File: config.mk
export PLATFORM = sky130hd
export DESIGN_NAME = uart_tx_arbiter
export DESIGN_NICKNAME = d
export VERILOG_FILES = /design/src/rtl/uart_tx_arbiter.sv
export SDC_FILE = /design/constraint.sdc
export NUM_CORES = 1
export LEC_CHECK = 0
export BUFFER_PORTS_ARGS = -buffer_cell sky130_fd_sc_hd__buf_2
export CORE_UTILIZATION = 45
export DETAILED_ROUTE_END_ITERATION = 16
export PLACE_DENSITY = 0.82
export SYNTH_ARGS = -nofsm -noshare
export SYNTH_HDL_FRONTEND = slang
export SYNTH_SLANG_ARGS = --single-unit
File: constraint.sdc
create_clock -name clk -period 2.5 [get_ports clk]
set_clock_uncertainty 0.1 [all_clocks]
set_input_delay 0.5 -clock clk [delete_from_list [all_inputs] [get_ports clk]]
set_output_delay 0.5 -clock clk [all_outputs]
set_load 0.005 [all_outputs]
File: src/rtl/uart_tx_arbiter.sv
// -----------------------------------------------------------------------------
// uart_tx_arbiter
//
// Shares one uart_tx transmitter between four requesters. A round-robin
// arbiter picks a requester in IDLE, latches its byte, fires a one-cycle
// tx_start, then waits in WAIT for the transmitter's tx_done before reporting
// completion to the winner through a one-cycle done pulse.
//
// Optional feature: define UART_ARB_TIMEOUT_EN to add a WAIT watchdog. When
// the watchdog counts TIMEOUT_CYCLES clocks in WAIT without tx_done, the
// block pulses timeout and returns to IDLE without a done pulse. Without the
// macro no counter exists, timeout is tied low and WAIT waits indefinitely.
//
// Parameters
//   TIMEOUT_CYCLES  clocks allowed in WAIT before abort (watchdog build only)
//
// Ports
//   clk        in   1   system clock, rising edge
//   rst        in   1   synchronous active-high reset
//   req        in   4   per-requester transmit request
//   req_data   in  32   requester i byte at [8i+7:8i]
//   grant      out  4   one-hot pulse: request accepted, byte latched
//   done       out  4   one-hot pulse: requester byte fully transmitted
//   tx_start   out  1   start pulse to uart_tx
//   tx_data    out  8   byte to uart_tx, held from tx_start until IDLE
//   tx_done    in   1   end-of-frame pulse from uart_tx
//   active_id  out  2   index of current/last granted requester
//   busy       out  1   high whenever not in IDLE
//   timeout    out  1   watchdog abort pulse (0 when compiled out)
// -----------------------------------------------------------------------------
module uart_tx_arbiter #(
    parameter int TIMEOUT_CYCLES = 131072
) (
    input  logic        clk,
    input  logic        rst,
    input  logic [3:0]  req,
    input  logic [31:0] req_data,
    output logic [3:0]  grant,
    output logic [3:0]  done,
    output logic        tx_start,
    output logic [7:0]  tx_data,
    input  logic        tx_done,
    output logic [1:0]  active_id,
    output logic        busy,
    output logic        timeout
);

    // The watchdog compares against TIMEOUT_CYCLES-1, so at least 2 is needed.
    if (TIMEOUT_CYCLES < 2) begin : g_bad_timeout
        $error("uart_tx_arbiter: TIMEOUT_CYCLES must be at least 2");
    end

    typedef enum logic [1:0] {
        IDLE  = 2'd0,
        START = 2'd1,
        WAIT  = 2'd2
    } state_t;

    state_t      state_q, state_d;
    logic [3:0]  grant_q, grant_d;
    logic [3:0]  done_q, done_d;
    logic        tx_start_q, tx_start_d;
    logic [7:0]  tx_data_q, tx_data_d;
    logic [1:0]  active_id_q, active_id_d;
    logic [1:0]  last_id_q, last_id_d;
    logic        timeout_q, timeout_d;

    logic        win_found;
    logic [1:0]  win_id;
    logic [1:0]  cand;
    logic        tmo_hit;

    // -------------------------------------------------------------------------
    // Round-robin search: start one past the last winner and wrap, so the
    // last winner has the lowest priority on the next pick.
    // -------------------------------------------------------------------------
    always_comb begin
        win_found = 1'b0;
        win_id    = last_id_q;
        cand      = last_id_q;
        for (int i = 1; i <= 4; i++) begin
            cand = last_id_q + 2'(i);
            if (!win_found && req[cand]) begin
                win_found = 1'b1;
                win_id    = cand;
            end
        end
    end

`ifdef UART_ARB_TIMEOUT_EN
    localparam int CNT_W = (TIMEOUT_CYCLES > 2) ? $clog2(TIMEOUT_CYCLES) : 1;

    logic [CNT_W-1:0] cnt_q, cnt_d;

    // Cleared in START so the count is zero in the first WAIT cycle; the
    // terminal value TIMEOUT_CYCLES-1 therefore falls on the last WAIT cycle.
    always_comb begin
        cnt_d = cnt_q;
        if (state_q == START) begin
            cnt_d = '0;
        end else if (state_q == WAIT) begin
            cnt_d = cnt_q + 1'b1;
        end
    end

    always_ff @(posedge clk) begin
        if (rst) begin
            cnt_q <= '0;
        end else begin
            cnt_q <= cnt_d;
        end
    end

    assign tmo_hit = (cnt_q == CNT_W'(TIMEOUT_CYCLES - 1));
`else
    assign tmo_hit = 1'b0;
`endif

    // -------------------------------------------------------------------------
    // State register (all outputs are registered alongside the state).
    // -------------------------------------------------------------------------
    always_ff @(posedge clk) begin
        if (rst) begin
            state_q     <= IDLE;
            grant_q     <= 4'b0000;
            done_q      <= 4'b0000;
            tx_start_q  <= 1'b0;
            tx_data_q   <= 8'h00;
            active_id_q <= 2'd0;
            last_id_q   <= 2'd3;
            timeout_q   <= 1'b0;
        end else begin
            state_q     <= state_d;
            grant_q     <= grant_d;
            done_q      <= done_d;
            tx_start_q  <= tx_start_d;
            tx_data_q   <= tx_data_d;
            active_id_q <= active_id_d;
            last_id_q   <= last_id_d;
            timeout_q   <= timeout_d;
        end
    end

    // -------------------------------------------------------------------------
    // Next-state logic.
    // -------------------------------------------------------------------------
    always_comb begin
        state_d = state_q;
        case (state_q)
            IDLE: begin
                if (win_found) begin
                    state_d = START;
                end
            end
            START: begin
                state_d = WAIT;
            end
            WAIT: begin
                if (tx_done || tmo_hit) begin
                    state_d = IDLE;
                end
            end
            default: begin
                state_d = IDLE;
            end
        endcase
    end

    // -------------------------------------------------------------------------
    // Output logic: next values of the registered outputs. Pulses default low
    // so each lasts exactly the one cycle after the transition that set it.
    // -------------------------------------------------------------------------
    always_comb begin
        grant_d     = 4'b0000;
        done_d      = 4'b0000;
        tx_start_d  = 1'b0;
        timeout_d   = 1'b0;
        tx_data_d   = tx_data_q;
        active_id_d = active_id_q;
        last_id_d   = last_id_q;
        case (state_q)
            IDLE: begin
                if (win_found) begin
                    grant_d     = 4'b0001 << win_id;
                    tx_start_d  = 1'b1;
                    tx_data_d   = req_data[{win_id, 3'b000} +: 8];
                    active_id_d = win_id;
                    last_id_d   = win_id;
                end
            end
            WAIT: begin
                // tx_done has priority over a coincident watchdog expiry.
                if (tx_done) begin
                    done_d = 4'b0001 << active_id_q;
                end else if (tmo_hit) begin
                    timeout_d = 1'b1;
                end
            end
            default: begin
            end
        endcase
    end

    assign grant     = grant_q;
    assign done      = done_q;
    assign tx_start  = tx_start_q;
    assign tx_data   = tx_data_q;
    assign active_id = active_id_q;
    assign busy      = (state_q != IDLE);
    assign timeout   = timeout_q;

endmodule

-- Word-level counts from Yosys, hierarchy flattened
Index checks and enable logic that the tools add are counted.
- order comparisons: 4
- equal/unequal tests: 4
- bitwise operators: 4
- multiplexer cells: 20
- shift operators: 3
- reduce and logical (&&, ||, !) cells: 13
- $add $sub $neg: 3
- operators with widths (cell ; count):
    $shiftx 32x6->8 ; 1
    $lt 2x3->1 const B ; 4
    $mux 2 ; 6
    $mux 1 ; 9
    $bmux 1 s2 ; 4
    $shl 1x2->4 const A ; 2
    $pmux 2 s3 ; 1
    $reduce_or 3->1 ; 2
    $add 2x2->2 const B ; 2
    $ne 2x2->1 const B ; 2
    $not 1->1 ; 4
    $reduce_and 2->1 ; 2
    $logic_and 1x1->1 ; 3
    $logic_not 1->1 ; 3
    $add 2x1->2 const B ; 1
    $eq 2x1->1 const B ; 1
    $eq 2x2->1 const B ; 1
    $logic_not 2->1 ; 1
    $reduce_bool 2->1 ; 1
    $reduce_or 2->1 ; 1
- word-level logic and storage cells: 58
- output and inout bits: 21
- input port bits: 39
- bits in registers: 23

-- Longest topological paths before layout
Gate-level depths: netlist (run 1).
- depth in word-level cells: 15
- mapped depth: 7
- mapped depth without buffers: 5

-- Worst setup path after synthesis (run 1)
OpenSTA, ideal clock, no wires.
- kind: input-to-reg
- start point: input req[3]
- end point: register tx_data_q[4], in the netlist tx_data[4]
- slack: 0.593 ns
- stages: 4
- arrival: 1.686 ns
- library setup time: 0.122 ns
- cell sequence: nor3b_2 nor3_2 mux2_1 a221o_1
- cells in the longest elaborated chain, start to end: 13
- RTL lines (what ; line ; RTL):
    start: declaration ; 36 ; input logic [3:0] req,
    $bmux 1 s2 ; 83 ; if (!win_found && req[cand]) begin
    $mux 1 (not written as such) ; 83 ;
    $mux 1 ; 83 ;
    $logic_not 1->1 ; 83 ;
    $logic_and 1x1->1 ; 83 ;
    $mux 1 ; 83 ;
    $logic_not 1->1 ; 83 ;
    $logic_and 1x1->1 ; 83 ;
    $mux 1 ; 83 ;
    $logic_not 1->1 ; 83 ;
    $logic_and 1x1->1 ; 83 ;
    $mux 2 / $mux 1 (equally long branches) ; 83 ;
    $shiftx 32x6->8 / $reduce_and 2->1 (equally long branches) ; - ;
    end signal: assignment ; 137 ; tx_data_q <= tx_data_d;
    end: declaration ; 63 ; logic [7:0] tx_data_q, tx_data_d;
Several ways; a longest one is shown, not always the timed one. The select of a mux whose other input is x is not followed.
A chain may end at the register's enable or synchronous reset.

-- Worst setup path in the final report (run 1)
- start point: register last_id_q[1]
- end point: register tx_data_q[3], in the netlist tx_data[3]
- cells in the longest elaborated chain, start to end: 14
- RTL lines (what ; line ; RTL):
    start: declaration ; 65 ; logic [1:0] last_id_q, last_id_d;
    start signal: assignment ; 139 ; last_id_q <= last_id_d;
    $add 2x1->2 ; 82 ; cand = last_id_q + 2'(i);
    $bmux 1 s2 ; 83 ;
    $mux 1 (not written as such) ; 83 ;
    $mux 1 ; 83 ;
    $logic_not 1->1 ; 83 ;
    $logic_and 1x1->1 ; 83 ;
    $mux 1 ; 83 ;
    $logic_not 1->1 ; 83 ;
    $logic_and 1x1->1 ; 83 ;
    $mux 1 ; 83 ;
    $logic_not 1->1 ; 83 ;
    $logic_and 1x1->1 ; 83 ;
    $mux 2 / $mux 1 (equally long branches) ; 83 ;
    $shiftx 32x6->8 / $reduce_and 2->1 (equally long branches) ; - ;
Several ways; a longest one is shown, not always the timed one. The select of a mux whose other input is x is not followed.

==> impl_results.md, run 1 <==
* Tot GR Track Use at 20.9%
* Top Ports at 60
* Hpwl dp at 2260 um
* Residual DRC count at 0
* Initial DRC Count at 10
* Combinational Power Share at between 30% and 40%
* # rows at 18
* Crit path capture type: flop
* Fin. Hold Viols at 0
* CP Launch Type: flop
* Crit share post-route at roughly 90%
* Flop pwr share at roughly half
* Largest delay share family, worst path: compound AO/OA/AOI/OAI gates
* Ant. Diodes at 0
* CP max FO at 15
* CTS tree: yes
* Layout Nets at 224
* FF-to-FF End: tx_data[3]$_SDFFE_PP0P_
* Run status: complete, no violations
* RePlAce Congestion at approximately 0.78
* Setup WS pre-CTS at between 100 and 150 ps
* Most instantiated cells after synthesis: dfxtp_1, nor2_1, nand3_1
* Via density at between 5 and 6
* Crit path from: last_id_q[1]$_SDFFE_PP1P_
* CTS Sinks at 23
* First-pass GRT wire length at 4350 um
* Worst path required time at ~2600 ps
* Routed Antenna Nets at 0
* Synthesized cell area at about 0.0012 sq mm
* IO buf count at between 50 and 60
* Worst Tran Pin Value at a little under 900 ps
* CP max stage cell: o31ai_2
* Achievable frequency at 444 MHz
* Clk Latency, worst-skew pair at a little over 300 ps
* Yosys reg bits at 23
* Max-cap violations at 0
* Ratio of cells with drive above 1 in the final layout at 45.1%
* Final core utilization at between 60% and 70%
* Top post-synthesis cells by area: dfxtp_1, o211ai_2, mux2i_1
* Mapped Cells at 128
* VDD IR-drop max at between 500 and 600 uV
* Crit Path Category: flop to flop
* Worst slew margin at 40.3%
* DR vias at 1152
* Reg2Reg Depth at 5
* Min Clock Period, post-route at 2250 ps
* CTS clock-pin slew for the worst setup and hold paths at roughly 140 ps
* Yosys warns at 0
* DIE WIDTH at ~54 um
* Lkg Pwr at roughly 0.74 nW
* Max incr delay on CP at a little under 800 ps
* Min-delay worst type: primary input to flop
* Setup Buffers After CTS at 0
* Pins Over Slew Limit at 0
* Crit-path cells: a21oi_1 -> o31ai_2 -> or3_1 -> buf_4 -> o211ai_2
* Max H-tree Level at 1
* R2R setup slack at 250 ps
* Final WS setup at ~250 ps
* Crit path to: tx_data[3]$_SDFFE_PP0P_
* RSZ-0062 raised after global routing: no
* NetSw at 0.306 mW
* DR pass1 iterations at 4
* Crit path DAT at approximately 2400 ps
* Initial core utilization at about 48%
* Root buf cell: clkbuf_4
* Total of fill cells in the finished design at around 230
* Clock power share at between 10% and 20%
* WP buf/inv at 1
* Synth top area share at approximately 38%
* # hold bufs at CTS at 0
* Syn avg cell area at between 9 and 10 sq um
* Syn Nets at roughly 170
* Setup TNS at 0 ps
* Pwr Density at 607 mW/mm^2
* Top-count cell post-synth: dfxtp_1
* Post-synth cell types at 39
* Number of global-route vias before repair at 1011
* Main synth FF type: dfxtp_1
* CTS buffer count at 3
* Initial antenna violation count at 0
* Post-synth EDFFs at 0
* Die Height at roughly 54 um
* Hold slack at 367 ps
* Core area at 0.00252 sq mm
* Worst-case clock buffer depth at 2
* Seq/Total Area, Yosys at 37.9%
* GRT overflow at 0
* Die area at 0.00291 sq mm
* Asr flop ratio synth at 0%
* Power, Total at around 0.92 mW
* Largest net degree at the start of global routing at 16
* DRT Wirelength at 2890 um
* Cell type with the largest total area after synthesis: dfxtp_1
* Pint at about 0.62 mW
* DR WL/cell at between 10 and 15 um
* Switching portion of total power at 33.1%
* Reg2reg start: last_id_q[1]$_SDFFE_PP1P_
* Area grow syn2layout at 25.4%
* Stages on worst setup path at 5
* Final setup fails at 0
* Resized cells post-CTS at 0
-- cell type report --
cell class / instances / area, sq um / share of cell area [%]
multi-input cells: 97 / 693 / 45.5
flip-flops and latches: 23 / 460 / 30.2
repair buffers: 60 / 305 / 20.0
well taps: 30 / 37.5 / 2.46
clock buffers: 3 / 22.5 / 1.48
clock inverters: 1 / 5.00 / 0.328
-- metrics by stage --
stage	cells	area, sq um
final	214	1520
after floorplan	128	1210
after CTS	214	1520
after global placement	210	1500
after detailed placement	210	1500
after global routing	214	1520
-- layer usage --
layer / up-vias / global-route usage [%] / share of wire, %
met1: 536 / 24.0 / 43
met4: 0 / 6.58 / 0.76
met5: - / 0 / 0
met3: 4 / 5.93 / 4.9
li1: 578 / - / -
met2: 34 / 36.6 / 51
-- power groups by stage --
stage / sequential, mW / clock (mW) / combinational, mW
after floorplan: 0.452 / 0 / 0.209
after global placement: 0.454 / 0 / 0.289
after detailed placement: 0.458 / 0 / 0.299
after CTS: 0.450 / 0.177 / 0.300
after global routing: 0.456 / 0.195 / 0.329
final: 0.451 / 0.175 / 0.299
-- flip-flops by register name, indices dropped and copies added, names as in the netlist --
name and flops:
grant 4, state_q 2, tx_start 1, done 4
last_id_q 2, tx_data 8, active_id 2
-- kinds of logic after synthesis --
family / count (synthesis) / share of synthesized area (%)
flops: 23 / 37.9
compound gates: 24 / 17.3
other cells: 1 / 0.309
buf+inv: 8 / 5.05
simple gates: 58 / 27.1
mux: 14 / 12.4
-- layout by cell type (no fill, tap or decap), drive strengths merged, types with 2 or more instances in the layout --
cell,n
nor2,13
mux2i,6
a211o,2
o31ai,4
a21oi,7
nand2,9
dfxtp,23
buf,60
nand2b,2
nand4,3
nor3b,4
and3b,2
or3,2
nor3,4
clkbuf,3
a21o,2
o211ai,5
mux2,8
nand3,11
or2,2
-- worst min-delay path, delay by kind of cell --
family,cells,cell delay (ps)
AO/OA/AOI/OAI,1,120
buffers and inverters,1,70
multiplexers,1,60
-- worst min path at each step --
| stage | start | end | slack, ps | cells past startpoint |
|---|---|---|---|---|
| floorplan | active_id[0]$_SDFFE_PP0P_ | done[2]$_SDFF_PP0_ | 360 | 1 |
| global placement | tx_data[2]$_SDFFE_PP0P_ | tx_data[2]$_SDFFE_PP0P_ | 350 | 2 |
| detailed placement | tx_data[0]$_SDFFE_PP0P_ | tx_data[0]$_SDFFE_PP0P_ | 360 | 2 |
| CTS | req_data[25] | tx_data[1]$_SDFFE_PP0P_ | 370 | 3 |
| global route | req_data[18] | tx_data[2]$_SDFFE_PP0P_ | 360 | 3 |
| finish | req_data[26] | tx_data[2]$_SDFFE_PP0P_ | 370 | 3 |
(Power assumes the default switching activity.)
==> run 2: changes to the inputs <==
--- a/config.mk
+++ b/config.mk
@@ -8,7 +8,7 @@
 export BUFFER_PORTS_ARGS = -buffer_cell sky130_fd_sc_hd__buf_2
 export CORE_UTILIZATION = 45
 export DETAILED_ROUTE_END_ITERATION = 16
-export PLACE_DENSITY = 0.82
+export PLACE_DENSITY = 0.87
 export SYNTH_ARGS = -nofsm -noshare
 export SYNTH_HDL_FRONTEND = slang
 export SYNTH_SLANG_ARGS = --single-unit
==> impl_results.md, run 2 (synthesis results as in run 1) <==
* DR WL/cell at 14.0 um (+3.2%)
* DIE WIDTH at 54.0 um (unchanged)
* Largest net degree at the start of global routing at 16 (unchanged)
* DR pass1 iterations at 4 (unchanged)
* Final setup fails at 0 (unchanged)
* Max-cap violations at 0 (unchanged)
* Residual DRC count at 0 (unchanged)
* Final core utilization at 60.4% (about the same)
* Largest register FFs at 8 (unchanged)
* Initial core utilization at 48.2% (unchanged)
* DR vias at 1177 (+2.2%)
* GRT overflow at 0 (unchanged)
* R2R setup slack at 230 ps (-20 ps)
* Crit Path Category: flop to flop
* Fin. Hold Viols at 0 (unchanged)
* Min Clock Period, post-route at 2270 ps (+20.8 ps)
* Final WS setup at 228 ps (-20.8 ps)
* Largest delay share family, worst path: compound AO/OA/AOI/OAI gates
* Ratio of cells with drive above 1 in the final layout at 44.6% (-0.54 points)
* CTS Sinks at 23 (unchanged)
* Initial antenna violation count at 0 (unchanged)
* Initial DRC Count at 33 (+23)
* CP max FO at 15 (unchanged)
* Reg2reg start: last_id_q[1]$_SDFFE_PP1P_
* DRT Wirelength at 2990 um (+3.2%)
* Worst path required time at 2610 ps (about the same)
* CTS buffer count at 3 (unchanged)
* Tot GR Track Use at 21.1% (+0.22 points)
* RSZ-0062 raised after global routing: no
* Lkg Pwr at 0.737 nW (-0.37%)
* CP Launch Type: flop
* Crit share post-route at 90.9% (+0.83 points)
* Setup Buffers After CTS at 0 (unchanged)
* Area grow syn2layout at 25.3% (about the same)
* Root buf cell: clkbuf_4
* CP max stage cell: o31ai_2
* Crit path from: last_id_q[1]$_SDFFE_PP1P_
* Die Height at 54.0 um (unchanged)
* Number of global-route vias before repair at 1019 (+0.79%)
* Commonest non-fill, non-tap cells in the layout: buf_2, dfxtp_1, nor2_1, nand3_1, nand2_1
* Run status: complete, no violations
* Die area at 0.00291 sq mm (unchanged)
* Routed Antenna Nets at 0 (unchanged)
* IO buf count at 58 (unchanged)
* Setup WS pre-CTS at 89.0 ps (-20.4 ps)
* # rows at 18 (unchanged)
* Hpwl dp at 2290 um (+0.91%)
* Pins Over Slew Limit at 0 (unchanged)
* CTS tree: yes
* Crit path DAT at 2380 ps (about the same)
* Clk Latency, worst-skew pair at 320 ps (about the same)
* Total of fill cells in the finished design at 227 (-2.2%)
* Max incr delay on CP at 800 ps (+30 ps)
* CTS clock-pin slew for the worst setup and hold paths at 120 ps (-20 ps)
* Via density at 5.50 (+2.2%)
* Resized cells post-CTS at 0 (unchanged)
* Top Ports at 60 (unchanged)
* Achievable frequency at 440 MHz (-0.91%)
* Power, Total at 0.929 mW (+0.52%)
* Worst-case clock buffer depth at 2 (unchanged)
* Ant. Diodes at 0 (unchanged)
* Core area at 0.00252 sq mm (unchanged)
* Crit-path cells: a21oi_1 -> o31ai_2 -> or3_1 -> buf_4 -> o211ai_2
* Pwr Density at 610 mW/mm^2 (+0.60%)
* Max H-tree Level at 1 (unchanged)
* VDD IR-drop max at 370 uV (-28%)
* Setup TNS at 0 ps (unchanged)
* RePlAce Congestion at 0.822 (+5.9%)
* First-pass GRT wire length at 4320 um (-0.64%)
* Most common cell after layout, fill and taps aside: buf_2
* Worst hold start: req_data[25]
* Min-delay worst type: primary input to flop
* # hold bufs at CTS at 0 (unchanged)
* Worst slew margin at 37.3% (-3.0 points)
* Crit path capture type: flop
* Worst Tran Pin Value at 935 ps (+44.6 ps)
* Layout Nets at 224 (unchanged)
* WP buf/inv at 1 (unchanged)
[run 2: path summary, 6_finish.rpt]
check / cells after the start / to
hold / removal: 3 / tx_data[1]$_SDFFE_PP0P_
setup reg to reg: 5 / tx_data[2]$_SDFFE_PP0P_
setup / recovery: 5 / tx_data[2]$_SDFFE_PP0P_
hold reg to reg: 2 / tx_data[1]$_SDFFE_PP0P_
[run 2: metal layers]
layer | global-route usage (%) | wire, um | vias up
met4 | 6.58 | 39 | 0
met3 | 4.24 | 121 | 5
li1 | - | - | 576
met5 | 0 | 0 | -
met2 | 40.1 | 1620 | 36
met1 | 22.8 | 1200 | 560
[run 2: final cells by class]
cell class | instances | area, sq um | area share [%]
repair buffers | 60 | 305 | 20.0
flip-flops and latches | 23 | 460 | 30.2
multi-input cells | 97 | 693 | 45.5
well taps | 30 | 37.5 | 2.47
clock buffers | 4 | 26.3 | 1.73
[run 2: worst register-to-register path: cells and delay by family (launching register included)]
family                 cells  cell delay [ps]
buffers and inverters      1              210
AOI/OAI and AO/OA          3             1030
and+or+nand+nor            1              320
DFF                        1              520
[run 2: where the power goes]
part | leakage [nW] | switching (mW) | internal (mW)
sequential | 0.189 | 0.0345 | 0.415
combinational | 0.533 | 0.159 | 0.144
clock | 0.0150 | 0.115 | 0.0625
[run 2: metrics by stage]
stage	hold slack (ps)	cell area, sq um	instances
detailed placement	362	1500	210
floorplan	355	1210	128
global route	361	1520	214
global placement	355	1500	210
CTS	360	1520	214
finish	367	1520	214
